## config.mk

```make
export PLATFORM = sky130hd
export DESIGN_NAME = multicycle_ctrl_flat
export DESIGN_NICKNAME = d
export VERILOG_FILES = /design/src/rtl/multicycle_ctrl_if.sv /design/src/rtl/multicycle_ctrl.sv /design/src/flat_wrapper.sv
export SDC_FILE = /design/constraint.sdc
export NUM_CORES = 1
export LEC_CHECK = 0
export ABC_AREA = 1
export ABC_CLOCK_PERIOD_IN_PS = 2800
export BUFFER_PORTS_ARGS = -buffer_cell sky130_fd_sc_hd__buf_2
export CAP_MARGIN = 0
export CORE_MARGIN = 5
export CORE_UTILIZATION = 46
export DETAILED_ROUTE_END_ITERATION = 6
export GPL_TIMING_DRIVEN = 0
export PLACE_DENSITY = 0.83
export SETUP_SLACK_MARGIN = 0.05
export SYNTH_ARGS = -nofsm -noshare
export SYNTH_HDL_FRONTEND = slang
export SYNTH_SLANG_ARGS = --single-unit
```

## constraint.sdc

```tcl
create_clock -name clk -period 2.8 [get_ports clk]
set_input_delay 0.14 -clock clk [delete_from_list [all_inputs] [get_ports clk]]
set_output_delay 0.14 -clock clk [all_outputs]
set_load 0.005 [all_outputs]
```

## src/rtl/multicycle_ctrl_if.sv

```systemverilog
// Control bundle between the multicycle main FSM and the datapath.
// The controller takes the master side and drives every select and strobe.
interface multicycle_ctrl_if;
  logic [6:0] op;
  logic       BranchTaken;
  logic       MemReady;
  logic       PCWrite;
  logic       AdrSrc;
  logic       MemWrite;
  logic       MemReq;
  logic       IRWrite;
  logic       RegWrite;
  logic [1:0] ResultSrc;
  logic [1:0] ALUSrcA;
  logic [1:0] ALUSrcB;
  logic [1:0] ALUOp;
  logic [2:0] ImmSrc;
  logic       InstrDone;
  logic       IllegalOp;
  logic [3:0] State;

  modport master (
    input  op, BranchTaken, MemReady,
    output PCWrite, AdrSrc, MemWrite, MemReq, IRWrite, RegWrite,
           ResultSrc, ALUSrcA, ALUSrcB, ALUOp, ImmSrc, InstrDone, IllegalOp, State
  );

  modport slave (
    output op, BranchTaken, MemReady,
    input  PCWrite, AdrSrc, MemWrite, MemReq, IRWrite, RegWrite,
           ResultSrc, ALUSrcA, ALUSrcB, ALUOp, ImmSrc, InstrDone, IllegalOp, State
  );
endinterface

```

## src/rtl/multicycle_ctrl.sv

```systemverilog
// Main control FSM of the multicycle RV32I core: walks each instruction through
// fetch/decode/execute/memory/writeback and drives all datapath selects and strobes.
module multicycle_ctrl #(
  parameter bit MEM_HANDSHAKE  = 1'b0,
  parameter bit HALT_ON_SYSTEM = 1'b1
) (
  input logic           clk,
  input logic           reset,
  multicycle_ctrl_if.master bus
);

  typedef enum logic [3:0] {
    S_FETCH    = 4'd0,
    S_DECODE   = 4'd1,
    S_MEMADR   = 4'd2,
    S_MEMREAD  = 4'd3,
    S_MEMWB    = 4'd4,
    S_MEMWRITE = 4'd5,
    S_EXECR    = 4'd6,
    S_EXECI    = 4'd7,
    S_ALUWB    = 4'd8,
    S_BRANCH   = 4'd9,
    S_JAL      = 4'd10,
    S_JALR     = 4'd11,
    S_LUI      = 4'd12,
    S_HALT     = 4'd13,
    S_JALLINK  = 4'd14,
    S_TRAP     = 4'd15
  } state_t;

  localparam logic [6:0] OP_LOAD   = 7'b0000011;
  localparam logic [6:0] OP_STORE  = 7'b0100011;
  localparam logic [6:0] OP_RTYPE  = 7'b0110011;
  localparam logic [6:0] OP_ITYPE  = 7'b0010011;
  localparam logic [6:0] OP_BRANCH = 7'b1100011;
  localparam logic [6:0] OP_JAL    = 7'b1101111;
  localparam logic [6:0] OP_JALR   = 7'b1100111;
  localparam logic [6:0] OP_LUI    = 7'b0110111;
  localparam logic [6:0] OP_AUIPC  = 7'b0010111;
  localparam logic [6:0] OP_SYSTEM = 7'b1110011;

  function automatic logic [2:0] imm_sel(input logic [6:0] opc);
    case (opc)
      OP_STORE:          imm_sel = 3'b001;
      OP_BRANCH:         imm_sel = 3'b010;
      OP_JAL:            imm_sel = 3'b011;
      OP_LUI, OP_AUIPC:  imm_sel = 3'b100;
      default:           imm_sel = 3'b000;
    endcase
  endfunction

  state_t     state_r;
  state_t     next_s;
  logic       ready_s;
  logic       pc_write_s, adr_src_s, mem_write_s, mem_req_s;
  logic       ir_write_s, reg_write_s, instr_done_s, illegal_s;
  logic [1:0] result_src_s, alu_src_a_s, alu_src_b_s, alu_op_s;

  assign ready_s = MEM_HANDSHAKE ? bus.MemReady : 1'b1;

  // State register with synchronous reset back to FETCH.
  always_ff @(posedge clk) begin
    if (reset) begin
      state_r <= S_FETCH;
    end else begin
      state_r <= next_s;
    end
  end

  // Next-state and per-state control decode.
  always_comb begin
    next_s       = state_r;
    pc_write_s   = 1'b0;
    adr_src_s    = 1'b0;
    mem_write_s  = 1'b0;
    mem_req_s    = 1'b0;
    ir_write_s   = 1'b0;
    reg_write_s  = 1'b0;
    instr_done_s = 1'b0;
    illegal_s    = 1'b0;
    result_src_s = 2'b00;
    alu_src_a_s  = 2'b00;
    alu_src_b_s  = 2'b00;
    alu_op_s     = 2'b00;
    case (state_r)
      S_FETCH: begin
        mem_req_s    = 1'b1;
        alu_src_b_s  = 2'b10;
        result_src_s = 2'b10;
        ir_write_s   = ready_s;
        pc_write_s   = ready_s;
        if (ready_s) next_s = S_DECODE;
        else         next_s = S_FETCH;
      end
      S_DECODE: begin
        alu_src_a_s = 2'b01;
        alu_src_b_s = 2'b01;
        case (bus.op)
          OP_LOAD, OP_STORE: next_s = S_MEMADR;
          OP_RTYPE:          next_s = S_EXECR;
          OP_ITYPE:          next_s = S_EXECI;
          OP_BRANCH:         next_s = S_BRANCH;
          OP_JAL:            next_s = S_JAL;
          OP_JALR:           next_s = S_JALR;
          OP_LUI:            next_s = S_LUI;
          OP_AUIPC:          next_s = S_ALUWB;
          OP_SYSTEM: begin
            // ecall/ebreak either stop the core or retire as a nop here.
            if (HALT_ON_SYSTEM) begin
              next_s = S_HALT;
            end else begin
              next_s       = S_FETCH;
              instr_done_s = 1'b1;
            end
          end
          default:           next_s = S_TRAP;
        endcase
      end
      S_MEMADR: begin
        alu_src_a_s = 2'b10;
        alu_src_b_s = 2'b01;
        if (bus.op == OP_LOAD) next_s = S_MEMREAD;
        else                   next_s = S_MEMWRITE;
      end
      S_MEMREAD: begin
        adr_src_s = 1'b1;
        mem_req_s = 1'b1;
        if (ready_s) next_s = S_MEMWB;
        else         next_s = S_MEMREAD;
      end
      S_MEMWB: begin
        result_src_s = 2'b01;
        reg_write_s  = 1'b1;
        instr_done_s = 1'b1;
        next_s       = S_FETCH;
      end
      S_MEMWRITE: begin
        adr_src_s    = 1'b1;
        mem_req_s    = 1'b1;
        mem_write_s  = 1'b1;
        instr_done_s = ready_s;
        if (ready_s) next_s = S_FETCH;
        else         next_s = S_MEMWRITE;
      end
      S_EXECR: begin
        alu_src_a_s = 2'b10;
        alu_op_s    = 2'b10;
        next_s      = S_ALUWB;
      end
      S_EXECI: begin
        alu_src_a_s = 2'b10;
        alu_src_b_s = 2'b01;
        alu_op_s    = 2'b10;
        next_s      = S_ALUWB;
      end
      S_ALUWB: begin
        reg_write_s  = 1'b1;
        instr_done_s = 1'b1;
        next_s       = S_FETCH;
      end
      S_BRANCH: begin
        alu_src_a_s  = 2'b10;
        alu_op_s     = 2'b01;
        pc_write_s   = bus.BranchTaken;
        instr_done_s = 1'b1;
        next_s       = S_FETCH;
      end
      S_JAL: begin
        alu_src_a_s = 2'b01;
        alu_src_b_s = 2'b10;
        pc_write_s  = 1'b1;
        next_s      = S_ALUWB;
      end
      S_JALR: begin
        alu_src_a_s  = 2'b10;
        alu_src_b_s  = 2'b01;
        result_src_s = 2'b10;
        pc_write_s   = 1'b1;
        next_s       = S_JALLINK;
      end
      S_JALLINK: begin
        // Computes OldPC+4 for the link register; PC was already redirected.
        alu_src_a_s = 2'b01;
        alu_src_b_s = 2'b10;
        next_s      = S_ALUWB;
      end
      S_LUI: begin
        result_src_s = 2'b11;
        reg_write_s  = 1'b1;
        instr_done_s = 1'b1;
        next_s       = S_FETCH;
      end
      S_HALT: begin
        next_s = S_HALT;
      end
      S_TRAP: begin
        illegal_s = 1'b1;
        next_s    = S_TRAP;
      end
      default: begin
        next_s = S_TRAP;
      end
    endcase
  end

  // Strobes are gated by reset so an aborted instruction cannot write anything.
  assign bus.PCWrite   = pc_write_s   & ~reset;
  assign bus.MemWrite  = mem_write_s  & ~reset;
  assign bus.MemReq    = mem_req_s    & ~reset;
  assign bus.IRWrite   = ir_write_s   & ~reset;
  assign bus.RegWrite  = reg_write_s  & ~reset;
  assign bus.InstrDone = instr_done_s & ~reset;
  assign bus.IllegalOp = illegal_s    & ~reset;
  assign bus.AdrSrc    = adr_src_s;
  assign bus.ResultSrc = result_src_s;
  assign bus.ALUSrcA   = alu_src_a_s;
  assign bus.ALUSrcB   = alu_src_b_s;
  assign bus.ALUOp     = alu_op_s;
  assign bus.ImmSrc    = imm_sel(bus.op);
  assign bus.State     = (state_r == S_JALLINK) ? S_JAL : state_r;

endmodule

```

## src/flat_wrapper.sv

```systemverilog
// flat-port wrapper written by rule: the top's interface ports become plain ports
module multicycle_ctrl_flat 
#(
  parameter bit MEM_HANDSHAKE  = 1'b0,
  parameter bit HALT_ON_SYSTEM = 1'b1
)
  (clk, reset, bus_op, bus_BranchTaken, bus_MemReady, bus_PCWrite, bus_AdrSrc, bus_MemWrite, bus_MemReq, bus_IRWrite, bus_RegWrite, bus_ResultSrc, bus_ALUSrcA, bus_ALUSrcB, bus_ALUOp, bus_ImmSrc, bus_InstrDone, bus_IllegalOp, bus_State);
  multicycle_ctrl_if bus_i ();
  input logic clk;
  input logic reset;
  input wire logic [$bits(bus_i.op)-1:0] bus_op;
  input wire logic [$bits(bus_i.BranchTaken)-1:0] bus_BranchTaken;
  input wire logic [$bits(bus_i.MemReady)-1:0] bus_MemReady;
  output wire logic [$bits(bus_i.PCWrite)-1:0] bus_PCWrite;
  output wire logic [$bits(bus_i.AdrSrc)-1:0] bus_AdrSrc;
  output wire logic [$bits(bus_i.MemWrite)-1:0] bus_MemWrite;
  output wire logic [$bits(bus_i.MemReq)-1:0] bus_MemReq;
  output wire logic [$bits(bus_i.IRWrite)-1:0] bus_IRWrite;
  output wire logic [$bits(bus_i.RegWrite)-1:0] bus_RegWrite;
  output wire logic [$bits(bus_i.ResultSrc)-1:0] bus_ResultSrc;
  output wire logic [$bits(bus_i.ALUSrcA)-1:0] bus_ALUSrcA;
  output wire logic [$bits(bus_i.ALUSrcB)-1:0] bus_ALUSrcB;
  output wire logic [$bits(bus_i.ALUOp)-1:0] bus_ALUOp;
  output wire logic [$bits(bus_i.ImmSrc)-1:0] bus_ImmSrc;
  output wire logic [$bits(bus_i.InstrDone)-1:0] bus_InstrDone;
  output wire logic [$bits(bus_i.IllegalOp)-1:0] bus_IllegalOp;
  output wire logic [$bits(bus_i.State)-1:0] bus_State;
  assign bus_i.op = bus_op;
  assign bus_i.BranchTaken = bus_BranchTaken;
  assign bus_i.MemReady = bus_MemReady;
  assign bus_PCWrite = bus_i.PCWrite;
  assign bus_AdrSrc = bus_i.AdrSrc;
  assign bus_MemWrite = bus_i.MemWrite;
  assign bus_MemReq = bus_i.MemReq;
  assign bus_IRWrite = bus_i.IRWrite;
  assign bus_RegWrite = bus_i.RegWrite;
  assign bus_ResultSrc = bus_i.ResultSrc;
  assign bus_ALUSrcA = bus_i.ALUSrcA;
  assign bus_ALUSrcB = bus_i.ALUSrcB;
  assign bus_ALUOp = bus_i.ALUOp;
  assign bus_ImmSrc = bus_i.ImmSrc;
  assign bus_InstrDone = bus_i.InstrDone;
  assign bus_IllegalOp = bus_i.IllegalOp;
  assign bus_State = bus_i.State;
  multicycle_ctrl #(.MEM_HANDSHAKE(MEM_HANDSHAKE), .HALT_ON_SYSTEM(HALT_ON_SYSTEM)) u_core (.clk(clk), .reset(reset), .bus(bus_i));
endmodule
```

[After elaboration in Yosys (flattened, before gate mapping)]
Cells that the tools add are included.
Widths: inputs -> output; s select.
Operators by class
  mux-type cells: 17
  equal/unequal tests: 25
  reductions and logical operators: 15
  bitwise operators: 8
Operators with widths (number)
  $pmux 4 s9: 2
  $eq 4x4->1 const B: 8
  $eq 7x7->1 const B: 4
  $eq 7x6->1 const B: 3
  $eq 4x3->1 const B: 4
  $reduce_or 3->1: 5
  $eq 7x5->1 const B: 2
  $pmux 2 s2: 3
  $pmux 3 s4: 1
  $reduce_or 2->1: 5
  $reduce_or 5->1: 2
  $eq 4x2->1 const B: 2
  $reduce_or 4->1: 2
  $and 1x1->1: 7
  $eq 7x2->1 const B: 1
  $mux 1: 7
  $pmux 2 s3: 1
  $eq 4x1->1 const B: 1
  $logic_not 4->1: 1
  $mux 4: 1
  $mux 3: 1
  $pmux 1 s2: 1
  $not 1->1: 1
Storage, ports and cells
  output and inout bits: 23
  word-level logic and storage cells: 66
  input bits: 11
  bits in registers: 4

[Logic depth before layout (Yosys ltp)]
Gate-level depths: netlist of the first run.
  word-level depth: 4
  gate-level depth with buffers: 10
  depth with buffers taken out: 10

[Worst setup path after synthesis of the first run]
No wires, ideal clock.
  path kind: register to output
  from: register u_core.state_r[3]
  to: output port bus_PCWrite
  data required time: 2660 ps
  cell stages (with the launch flop): 7
  slack: 1697 ps
  arrival time: 963 ps
  buffers on the path: 0
  cell sequence: dfxtp_1 inv_1 nor2_1 inv_2 nor2_2 a21oi_1 nor2_1
Between the ends
  word-level cells in the longest chain between the ends: 4
  elaborated cells between the ends (all ways): 7
  those cells by class: 3 x eq/ne; 1 x mux; 1 x bitwise; 2 x reduce/logical
RTL lines
  start, declared: line multicycle_ctrl.sv:52  | state_t state_r;
  start signal, assigned: line multicycle_ctrl.sv:66  | state_r <= next_s;
  $eq 4x4->1 / $logic_not 4->1 (equally long branches): line multicycle_ctrl.sv:85  | case (state_r)
  $reduce_or 3->1 (no line)
  $pmux 1 s2 (*): line multicycle_ctrl.sv:85
  $and 1x1->1 (*): line multicycle_ctrl.sv:207  | assign bus.PCWrite = pc_write_s & ~reset;
  end, declared: line flat_wrapper.sv:14  | output wire logic [$bits(bus_i.PCWrite)-1:0] bus_PCWrite;
Mark *: on every way between the ends. The rest lies on a longest branch, timed or not.

[Final worst setup path of the first run]
Ends and elaborated chain as after synthesis.

==> results.md, run 1 <==
- Reg area: 80.1 um2
- Synth-to-layout area growth: 32.6%
- Worst skew pair latency: 0.24 ns
- # fillers: 138
- Initial antenna violation count: 0
- Most common cell in the netlist: nand2_1
- Slowest stage delay, CP: 0.44 ns
- EDFF count, synth: 0
- Static leakage: 0.000498 uW
- Crit path launch type: register
- Max_cap viols: 0
- Kind of critical path: reg -> out
- I/O Buffers: 31
- WL met3: 167 um
- R2R Path Start: u_core.state_r[1]
- # IOs: 34
- Resized Gates After CTS: 0
- RSZ-0062 raised after global routing: no
- Core box area: 1270 um2
- Top_reg_cell synth: dfxtp_1
- Buf+Inv Stages, Crit Path: 3
- Rel. slew slack: 0.830
- Drt wl/cell: 9.43 um
- Largest register FFs: 4
- Multi-input gate area: 430 um2
- Syn nets: 128
- Clk buf depth: 2
- Worst Reg-to-Reg Cells: 5
- CTS clk-pin slew, worst paths: 0.04 ns
- R2R Path End: u_core.state_r[3]
- Total CTS buffers: 3
- Most flops, register: u_core.state_r
- Slew @ Worst Pin: 0.254 ns
- ANT cells: 0
- Worst Clk Skew: 0.00417 ns
- Highest Signal Layer: met4
- CTS tree: built
- Status: finished clean
- Worst Path Arrival: 1.41 ns
- # setup viols final: 0
- Async S/R FF share, synth: 0
- Worst setup path start: u_core.state_r[3]
- Routed vias: 815
- DP HPWL: 1330 um
- # H-tree levels: 1
- ANT nets after route: 0
- Yosys warns: 0
- Root Buffer: clkbuf_4
- DR WL met2: 748 um
- Main combinational cell family by area after synthesis: simple AND/OR/NAND/NOR gates
- Postcts setup bufs: 0
- Largest net degree at the start of global routing: 11
- Adder-cell area share of the yosys netlist: 0
- Share of layout cells above drive strength 1: 0.397
- Sequential area share after synthesis: 0.133
- Biggest regs: u_core.state_r (4)
- Hold-fix buffers at CTS: 0
- Reg2reg setup slack: 1.65 ns
- Clock sinks: 4
- NumNets Final: 164
- Multiplexer share of the synthesized area: 0
- GRT Util Overall: 0.154
- Most area-hungry cell type in the Yosys netlist: nand2_1
- Power per Cell Area: 810 nW/um2
- Die area: 2140 um2
- First-pass GRT wire length: 2380 um
- 1st-iter DRT viols: 16
- CP delay by family, top: flip-flops
- Gr ovfl total: 0
- Vias per Instance: 4.91
- Post-synthesis register bit count: 4
- Endpoints failing hold: 0
- Count of cell types in the netlist: 21
- Crit-path max FO: 7
- CP cell instances: inv_1 -> nor2_1 -> inv_2 -> o21ai_0 -> a21oi_1 -> nor2_1 -> buf_2
- Worst EP required: 2.66 ns
- Syn Area/Cell: 5.15 um2
- M1 WL: 598 um
- Post-Syn Area: 603 um2
- Post-synth top area share: 0.168
- Vias in the first global route: 648
- Final min period: 1.55 ns
- Fmax: 646 MHz
- Die height: 46.2 um
- Max Slew Vio Count: 0
- Top cells by area, synth: nand2_1 (17%), nor2_1 (15%), dfxtp_1 (13%)
- Die W: 46.2 um
- Routability cong.: 0.907
- Peak VDD IR: 0.285 mV
- Worst path slowest cell: dfxtp_1
- Pre-antenna DRT Iters: 4
- Routed wire length: 1570 um
- Commonest cells post-synth: nand2_1 (27), nor2_1 (24), inv_1 (12)
- Post-Synth Simple-Gate Area: 0.560
- Crit share post-route: 0.553
- Initial Util: 0.475
- Crit path depth: 7
- Synth Area in Compound Gates: 0.154
- Most common cell on crit path: nor2_1
- # rows: 13
- Worst Setup EP: bus_PCWrite
- Cells after synthesis: 117
- Setup TNS: 0 ns
- Final Util: 0.630
- DRC: 0
- Hold crit path type: in -> reg
- Post-Synth XOR/XNOR Area: 0
- Crit path capture type: output port
==> logic make-up after synthesis <==
family | Yosys count
AND/OR/NAND/NOR | 75
AO/OA/AOI/OAI | 14
flip-flops | 4
buffers and inverters | 24
==> power breakdown <==
part | total [uW] | switching, uW | internal (uW) | leakage [uW]
clock network | 74.1 | 26.0 | 48.1 | 0.0000138
registers | 111 | 30.2 | 81.2 | 0.0000330
logic | 462 | 267 | 195 | 0.000451
==> stage by stage <==
stage	setup WS (ns)	hold slack [ns]	power, uW	std cells	cell area, um2
after floorplan	1.70	0.404	405	117	603
after global placement	1.54	0.444	571	163	777
after detailed placement	1.50	0.444	578	163	777
after CTS	1.25	0.199	652	166	800
after global routing	1.08	0.208	716	166	800
final	1.25	0.196	647	166	800
==> how the worst min path moves through the flow <==
stage	startpoint	end	depth (start not counted)
2_1_floorplan	reset	u_core.state_r[0]	2
3_3_place_gp	reset	u_core.state_r[2]	2
3_5_place_dp	reset	u_core.state_r[2]	2
4_1_cts	reset	u_core.state_r[2]	2
5_1_grt	reset	u_core.state_r[2]	2
6_report	reset	u_core.state_r[2]	2
==> placed cells by master (no fill, tap or decap), drive strengths merged, types with 4 or more instances in the layout <==
| cell | Yosys | final |
|---|---|---|
| nand3 | 7 | 7 |
| inv | 19 | 19 |
| o21ai | 5 | 5 |
| nor2 | 30 | 30 |
| clkbuf | 3 | 6 |
| a21oi | 4 | 4 |
| nand2 | 34 | 34 |
| nor3 | 4 | 4 |
| dfxtp | 4 | 4 |
| buf | 2 | 33 |
==> per-layer routing <==
| metal | global-route usage | vias up |
|---|---|---|
| met2 | 0.286 | 36 |
| met3 | 0.0313 | 6 |
| met1 | 0.149 | 341 |
| met4 | 0.102 | 0 |
| li1 | - | 432 |
| met5 | 0 | - |
==> layout make-up <==
type                    instances  share of cell area
plain buffers                   5              0.0266
clock buffers                   3              0.0282
inverters                      19              0.0892
multi-input cells              89               0.538
flip-flops and latches          4               0.100
well taps                      15              0.0235
repair buffers                 31               0.194
Note: power is estimated with default switching activity, not from simulation.
==> run 2, diff against run 1 <==
--- a/config.mk
+++ b/config.mk
@@ -6,14 +6,14 @@
 export NUM_CORES = 1
 export LEC_CHECK = 0
 export ABC_AREA = 1
-export ABC_CLOCK_PERIOD_IN_PS = 2800
+export ABC_CLOCK_PERIOD_IN_PS = 1500
 export BUFFER_PORTS_ARGS = -buffer_cell sky130_fd_sc_hd__buf_2
 export CAP_MARGIN = 0
 export CORE_MARGIN = 5
-export CORE_UTILIZATION = 46
+export CORE_UTILIZATION = 43
 export DETAILED_ROUTE_END_ITERATION = 6
 export GPL_TIMING_DRIVEN = 0
-export PLACE_DENSITY = 0.83
+export PLACE_DENSITY = 0.78
 export SETUP_SLACK_MARGIN = 0.05
 export SYNTH_ARGS = -nofsm -noshare
 export SYNTH_HDL_FRONTEND = slang
==> constraint.sdc (replaced) <==
create_clock -name clk -period 1.5 [get_ports clk]
set_input_delay 0.075 -clock clk [delete_from_list [all_inputs] [get_ports clk]]
set_output_delay 0.075 -clock clk [all_outputs]
set_load 0.005 [all_outputs]
==> run 2 against run 1 <==
Effect of this change:
- via count up 2.1%
- critical path depth decreased by 1
- clock skew down 0.0021 ns
- sequential power is 110% higher
- wire length grew 11%
- utilization fell by 0.15 points
- clock-buffer cell count unchanged
- non-clock buffer count unchanged
- die area rose by 5.4%
- worst setup slack got worse by 1.1 ns
- register-to-register slack got worse by 1.3 ns
- power is 100% higher
- critical endpoint is now bus_ALUSrcB[0]
- largest power group unchanged
==> results.md, run 2 (synthesis gave the netlist of run 1 again) <==
- DRC: 0 (unchanged)
- Total power: 1310 uW (+100%)
- Biggest regs: u_core.state_r (4)
- # rows: 13 (unchanged)
- Share of layout cells above drive strength 1: 0.450 (+0.0530)
- Highest Signal Layer: met4
- Gr ovfl total: 0 (unchanged)
- Leading cell types in the layout, fill and taps excluded: buf_2 (32), nand2_1 (26), nor2_1 (21)
- Die area: 2250 um2 (+5.4%)
- RSZ-0062 raised after global routing: yes
- Psw: 655 uW (+100%)
- WHS Path Cells: 2 (unchanged)
- Most flops, register: u_core.state_r
- Fmax: 740 MHz
- Slowest stage delay, CP: 0.29 ns (-0.15 ns)
- NumNets Final: 164 (unchanged)
- I/O Buffers: 31 (unchanged)
- CP delay by family, top: simple AND/OR/NAND/NOR gates
- CTS tree: built
- Final min period: 1.35 ns
- WHS Endpoint: u_core.state_r[1]
- Sw Ratio: 0.502 (+0.00295)
- Clk buf depth: 2 (unchanged)
- Crit path launch type: register
- Worst Reg-to-Reg Cells: 5 (unchanged)
- Endpoints failing hold: 0 (unchanged)
- Internal: 650 uW (+100%)
- Vias per Instance: 5.01 (+2.1%)
- Worst EP required: 1.42 ns (-1.24 ns)
- Hold-fix buffers at CTS: 0 (unchanged)
- WL met3: 163 um (-2.4%)
- First-pass GRT wire length: 2590 um (+9.0%)
- Crit-path max FO: 9 (+2)
- # H-tree levels: 1 (unchanged)
- R2R Path End: u_core.state_r[3]
- Status: finished clean
- Hold path startpoint: reset
- Die W: 47.5 um (+2.7%)
- Crit path capture type: output port
- Post-Place Worst Slack: 0.308 ns (-1.19 ns)
- Worst skew pair latency: 0.25 ns (about the same)
- CTS clk-pin slew, worst paths: 0.04 ns (about the same)
- Resized Gates After CTS: 0 (unchanged)
- Peak VDD IR: 0.548 mV (+92%)
- Largest net degree at the start of global routing: 11 (unchanged)
- ANT cells: 0 (unchanged)
- Largest register FFs: 4 (unchanged)
- Logic pwr share: 0.708 (-0.005)
- ANT nets after route: 0 (unchanged)
- Vias in the first global route: 707 (+9.1%)
- Root Buffer: clkbuf_4
- Core box area: 1320 um2 (+3.8%)
- # IOs: 34 (unchanged)
- # fillers: 141 (+2.2%)
- Pre-antenna DRT Iters: 4 (unchanged)
- Worst path slowest cell: dfxtp_1
- Clock sinks: 4 (unchanged)
- Total CTS buffers: 3 (unchanged)
- Postcts setup bufs: 0 (unchanged)
- Kind of critical path: reg -> out
- Drt wl/cell: 10.5 um (+11%)
- Setup TNS: 0 ns (unchanged)
- Clock power share: 0.111 (-0.003)
- Routed wire length: 1740 um (+11%)
- Routability cong.: 0.903 (-0.50%)
- Buf+Inv Stages, Crit Path: 3 (unchanged)
- Most common cell after layout, fill and taps aside: buf_2
- Synth-to-layout area growth: 37.3%
- 1st-iter DRT viols: 15 (-1)
- Power per Cell Area: 1580 nW/um2 (+95%)
- CP cell instances: clkbuf_4 -> nand2_1 -> nor2_4 -> inv_1 -> nand3_1 -> buf_2
- Die height: 47.5 um (+2.7%)
- Final Util: 0.629 (-0.00150)
- R2R Path Start: u_core.state_r[1]
- # setup viols final: 0 (unchanged)
- Initial Util: 0.458 (-0.0176)
- Rel. slew slack: 0.838 (+0.00767)
- Crit share post-route: 0.900
- Seq pwr share: 0.180 (+0.008)
- Static leakage: 0.000499 uW (+0.31%)
- Slew @ Worst Pin: 0.242 ns (-0.0115 ns)
- DP HPWL: 1370 um (+3.1%)
- M1 WL: 654 um (+9.4%)
- Max_cap viols: 0 (unchanged)
- Initial antenna violation count: 0 (unchanged)
- Worst Clk Skew: 0.00209 ns (-0.00207 ns)
- GRT Util Overall: 0.163 (+0.00919)
- Routed vias: 832 (+2.1%)
- DR WL met2: 876 um (+17%)
- Worst Path Arrival: 1.28 ns (-0.13 ns)
- Final WS setup: 0.149 ns (-1.10 ns)
- Hold crit path type: in -> reg
- Reg2reg setup slack: 0.38 ns (-1.27 ns)
- Max Slew Vio Count: 0 (unchanged)
-- run 2: routing by layer --
metal  vias up  GRT usage
li1        435          -
met1       356      0.169
met2        34      0.299
met3         7     0.0150
met4         0      0.122
met5         -          0
-- run 2: worst max path at each step --
stage | from | endpoint | depth (start not counted)
floorplan | u_core.state_r[1] | u_core.state_r[3] | 5
global placement | u_core.state_r[3] | bus_ALUSrcB[0] | 6
detailed placement | u_core.state_r[3] | bus_ALUSrcB[0] | 6
CTS | u_core.state_r[3] | bus_ALUSrcB[0] | 6
global route | u_core.state_r[0] | bus_PCWrite | 7
finish | u_core.state_r[0] | bus_ALUSrcB[0] | 6
-- run 2: layout make-up --
cell class              instances  area (um2)  share of cell area
flip-flops and latches          4        86.3               0.104
plain buffers                   5        23.8              0.0287
multi-input cells              89         450               0.544
well taps                      15        18.8              0.0227
clock buffers                   3        22.5              0.0272
repair buffers                 31         155               0.187
inverters                      19        71.3              0.0861
-- run 2: per-stage QoR --
stage | hold WS [ns] | instances | cell area [um2]
after CTS | 0.117 | 166 | 800
final | 0.109 | 166 | 828
after detailed placement | 0.370 | 163 | 777
after floorplan | 0.279 | 117 | 603
after global routing | 0.133 | 166 | 828
after global placement | 0.367 | 163 | 777
-- run 2: power by group through the flow --
| stage | clock network [uW] | logic, uW | registers [uW] |
|---|---|---|---|
| finish | 146 | 924 | 235 |
| global route | 150 | 1060 | 248 |
| CTS | 141 | 871 | 208 |
| detailed placement | 0 | 869 | 210 |
| global placement | 0 | 860 | 211 |
| floorplan | 0 | 558 | 198 |
==> run 3, diff against run 2 <==
--- a/config.mk
+++ b/config.mk
@@ -6,14 +6,15 @@
 export NUM_CORES = 1
 export LEC_CHECK = 0
 export ABC_AREA = 1
-export ABC_CLOCK_PERIOD_IN_PS = 1500
+export ABC_CLOCK_PERIOD_IN_PS = 1600
 export BUFFER_PORTS_ARGS = -buffer_cell sky130_fd_sc_hd__buf_2
 export CAP_MARGIN = 0
 export CORE_MARGIN = 5
-export CORE_UTILIZATION = 43
+export CORE_UTILIZATION = 46
 export DETAILED_ROUTE_END_ITERATION = 6
 export GPL_TIMING_DRIVEN = 0
-export PLACE_DENSITY = 0.78
+export PLACE_DENSITY = 0.83
+export REMOVE_ABC_BUFFERS = 1
 export SETUP_SLACK_MARGIN = 0.05
 export SYNTH_ARGS = -nofsm -noshare
 export SYNTH_HDL_FRONTEND = slang
==> constraint.sdc (replaced) <==
create_clock -name clk -period 1.6 [get_ports clk]
set_input_delay 0.08 -clock clk [delete_from_list [all_inputs] [get_ports clk]]
set_output_delay 0.08 -clock clk [all_outputs]
set_load 0.005 [all_outputs]
==> run 3 against run 2 <==
Effect of this change:
- hold slack better by 0.054 ns
- worst setup slack better by 0.040 ns
- utilization down 0.54 points
- sequential share of layout area about the same
- final cell count down 2.4%
- final area down 4.5%
- sequential power down 2%
- power down 14%
- clock skew up 0.0012 ns
- non-clock buffer count down 4
- critical endpoint is now bus_PCWrite
- largest power group unchanged
==> results.md, run 3 (synthesis gave the netlist of run 1 again) <==
- Most common cell after layout, fill and taps aside: buf_2
- Vias per Instance: 5.01 (about the same)
- Rel. slew slack: 0.808 (-0.0301)
- Core box area: 1270 um2 (-3.7%)
- Routability cong.: 0.883 (-2.2%)
- # fillers: 128 (-9.2%)
- Vias in the first global route: 706 (-0.14%)
- Most flops, register: u_core.state_r
- WL met3: 145 um (-11%)
- R2R Path Start: u_core.state_r[1]
- Static leakage: 0.000489 uW (-1.9%)
- Crit share post-route: 0.882
- Worst Clk Skew: 0.00331 ns (+0.00122 ns)
- Power per Cell Area: 1420 nW/um2 (-9.9%)
- WHS Path Cells: 2 (unchanged)
- I/O Buffers: 32 (+3.2%)
- First-pass GRT wire length: 2680 um (+3.2%)
- Slew @ Worst Pin: 0.288 ns (+0.0461 ns)
- DR WL met2: 864 um (-1.4%)
- Crit-path max FO: 7 (-2)
- WHS Endpoint: u_core.state_r[1]
- Initial antenna violation count: 0 (unchanged)
- Endpoints failing hold: 0 (unchanged)
- Reg area: 82.6 um2 (-4.3%)
- Routed vias: 812 (-2.4%)
- Synth-to-layout area growth: 31.1%
- GRT Util Overall: 0.168 (+0.00529)
- Drt wl/cell: 10.4 um (-0.53%)
- # rows: 13 (unchanged)
- Biggest regs: u_core.state_r (4)
- Kind of critical path: reg -> out
- Hold crit path type: in -> reg
- RSZ-0062 raised after global routing: yes
- Total power: 1120 uW (-14%)
- DRC: 0 (unchanged)
- Final Util: 0.623 (-0.00541)
- Crit path launch type: register
- Clock sinks: 4 (unchanged)
- Die W: 46.2 um (-2.6%)
- Final min period: 1.41 ns
- Crit path capture type: output port
- Peak VDD IR: 0.750 mV (+37%)
- Initial Util: 0.475 (+0.0176)
- Largest net degree at the start of global routing: 11 (unchanged)
- ANT cells: 0 (unchanged)
- Reg2reg setup slack: 0.35 ns (-0.03 ns)
- Gr ovfl total: 0 (unchanged)
- Worst Reg-to-Reg Cells: 5 (unchanged)
- Fmax: 709 MHz
- ANT nets after route: 0 (unchanged)
- Leading cell types in the layout, fill and taps excluded: buf_2 (32), nand2_1 (27), nor2_1 (22)
- Clk buf depth: 2 (unchanged)
- Max Slew Vio Count: 0 (unchanged)
- CTS clk-pin slew, worst paths: 0.03 ns (about the same)
- Pre-antenna DRT Iters: 4 (unchanged)
- CTS tree: built
- Share of layout cells above drive strength 1: 0.429 (-0.0218)
- Status: finished clean
- Die height: 46.2 um (-2.6%)
- Area after DPL: 761 um2 (-2.1%)
- Setup TNS: 0 ns (unchanged)
- Highest Signal Layer: met3
- Worst EP required: 1.52 ns (+0.10 ns)
- Largest register FFs: 4 (unchanged)
- Hold path startpoint: reset
- Worst Path Arrival: 1.33 ns (+0.05 ns)
- M1 WL: 680 um (+4.0%)
- # setup viols final: 0 (unchanged)
- # IOs: 34 (unchanged)
- Fin area: 791 um2 (-4.5%)
- Total CTS buffers: 3 (unchanged)
- Die area: 2140 um2 (-5.2%)
- NumNets Final: 160 (-2.4%)
- 1st-iter DRT viols: 21 (+6)
- Routed wire length: 1690 um (-2.9%)
- R2R Path End: u_core.state_r[3]
- DP HPWL: 1410 um (+2.6%)
- Multi-input gate area: 435 um2 (-3.3%)
- Max_cap viols: 0 (unchanged)
- # H-tree levels: 1 (unchanged)
- Root Buffer: clkbuf_4
- Worst skew pair latency: 0.22 ns (-0.03 ns)
[run 3: final cells by class]
type                            instances  area share
Sequential cell                         4       0.104
Multi-Input combinational cell         89       0.551
Clock buffer                            3      0.0285
Tap cell                               15      0.0237
Inverter                               19      0.0902
Timing Repair Buffer                   32       0.203
[run 3: worst max-delay path by stage]
stage	depth (start not counted)	startpoint	end	slack, ns
finish	6	u_core.state_r[1]	bus_PCWrite	0.19
global route	6	u_core.state_r[1]	bus_PCWrite	0.05
CTS	6	u_core.state_r[0]	bus_PCWrite	0.15
detailed placement	5	u_core.state_r[1]	u_core.state_r[3]	0.37
global placement	5	u_core.state_r[1]	u_core.state_r[3]	0.37
floorplan	6	u_core.state_r[3]	bus_PCWrite	0.54
[run 3: worst max-delay path, cell delays in order (launching register included)]
cell and delay [ns]:
dfxtp_1 0.46, nor2_1 0.09, nand2_1 0.15, o21ai_0 0.11, a21oi_1 0.12, nor2_1 0.04
buf_2 0.13
[run 3: where the power goes]
part	switching, uW	internal (uW)
Combinational	452	326
Sequential	82.9	148
Clock	31.6	83.2
[run 3: timing repair]
item | in CTS | in global routing
setup buffers | 0 | 0
resized for setup | 0 | 4
hold buffers | 0 | 0
endpoints found under the setup margin | 0 | 2
[run 3: per-layer routing]
metal	up-vias	global-route usage
met4	0	0.0625
met5	-	0
met2	33	0.299
met3	0	0.0117
li1	427	-
met1	352	0.207
[run 3: per-stage QoR]
step                      hold slack, ns  std cells  setup slack [ns]
after floorplan                    0.142        112             0.535
after global placement             0.391        159             0.367
after detailed placement           0.397        159             0.369
after CTS                          0.158        162             0.150
after global routing               0.172        162            0.0493
final                              0.163        162             0.190
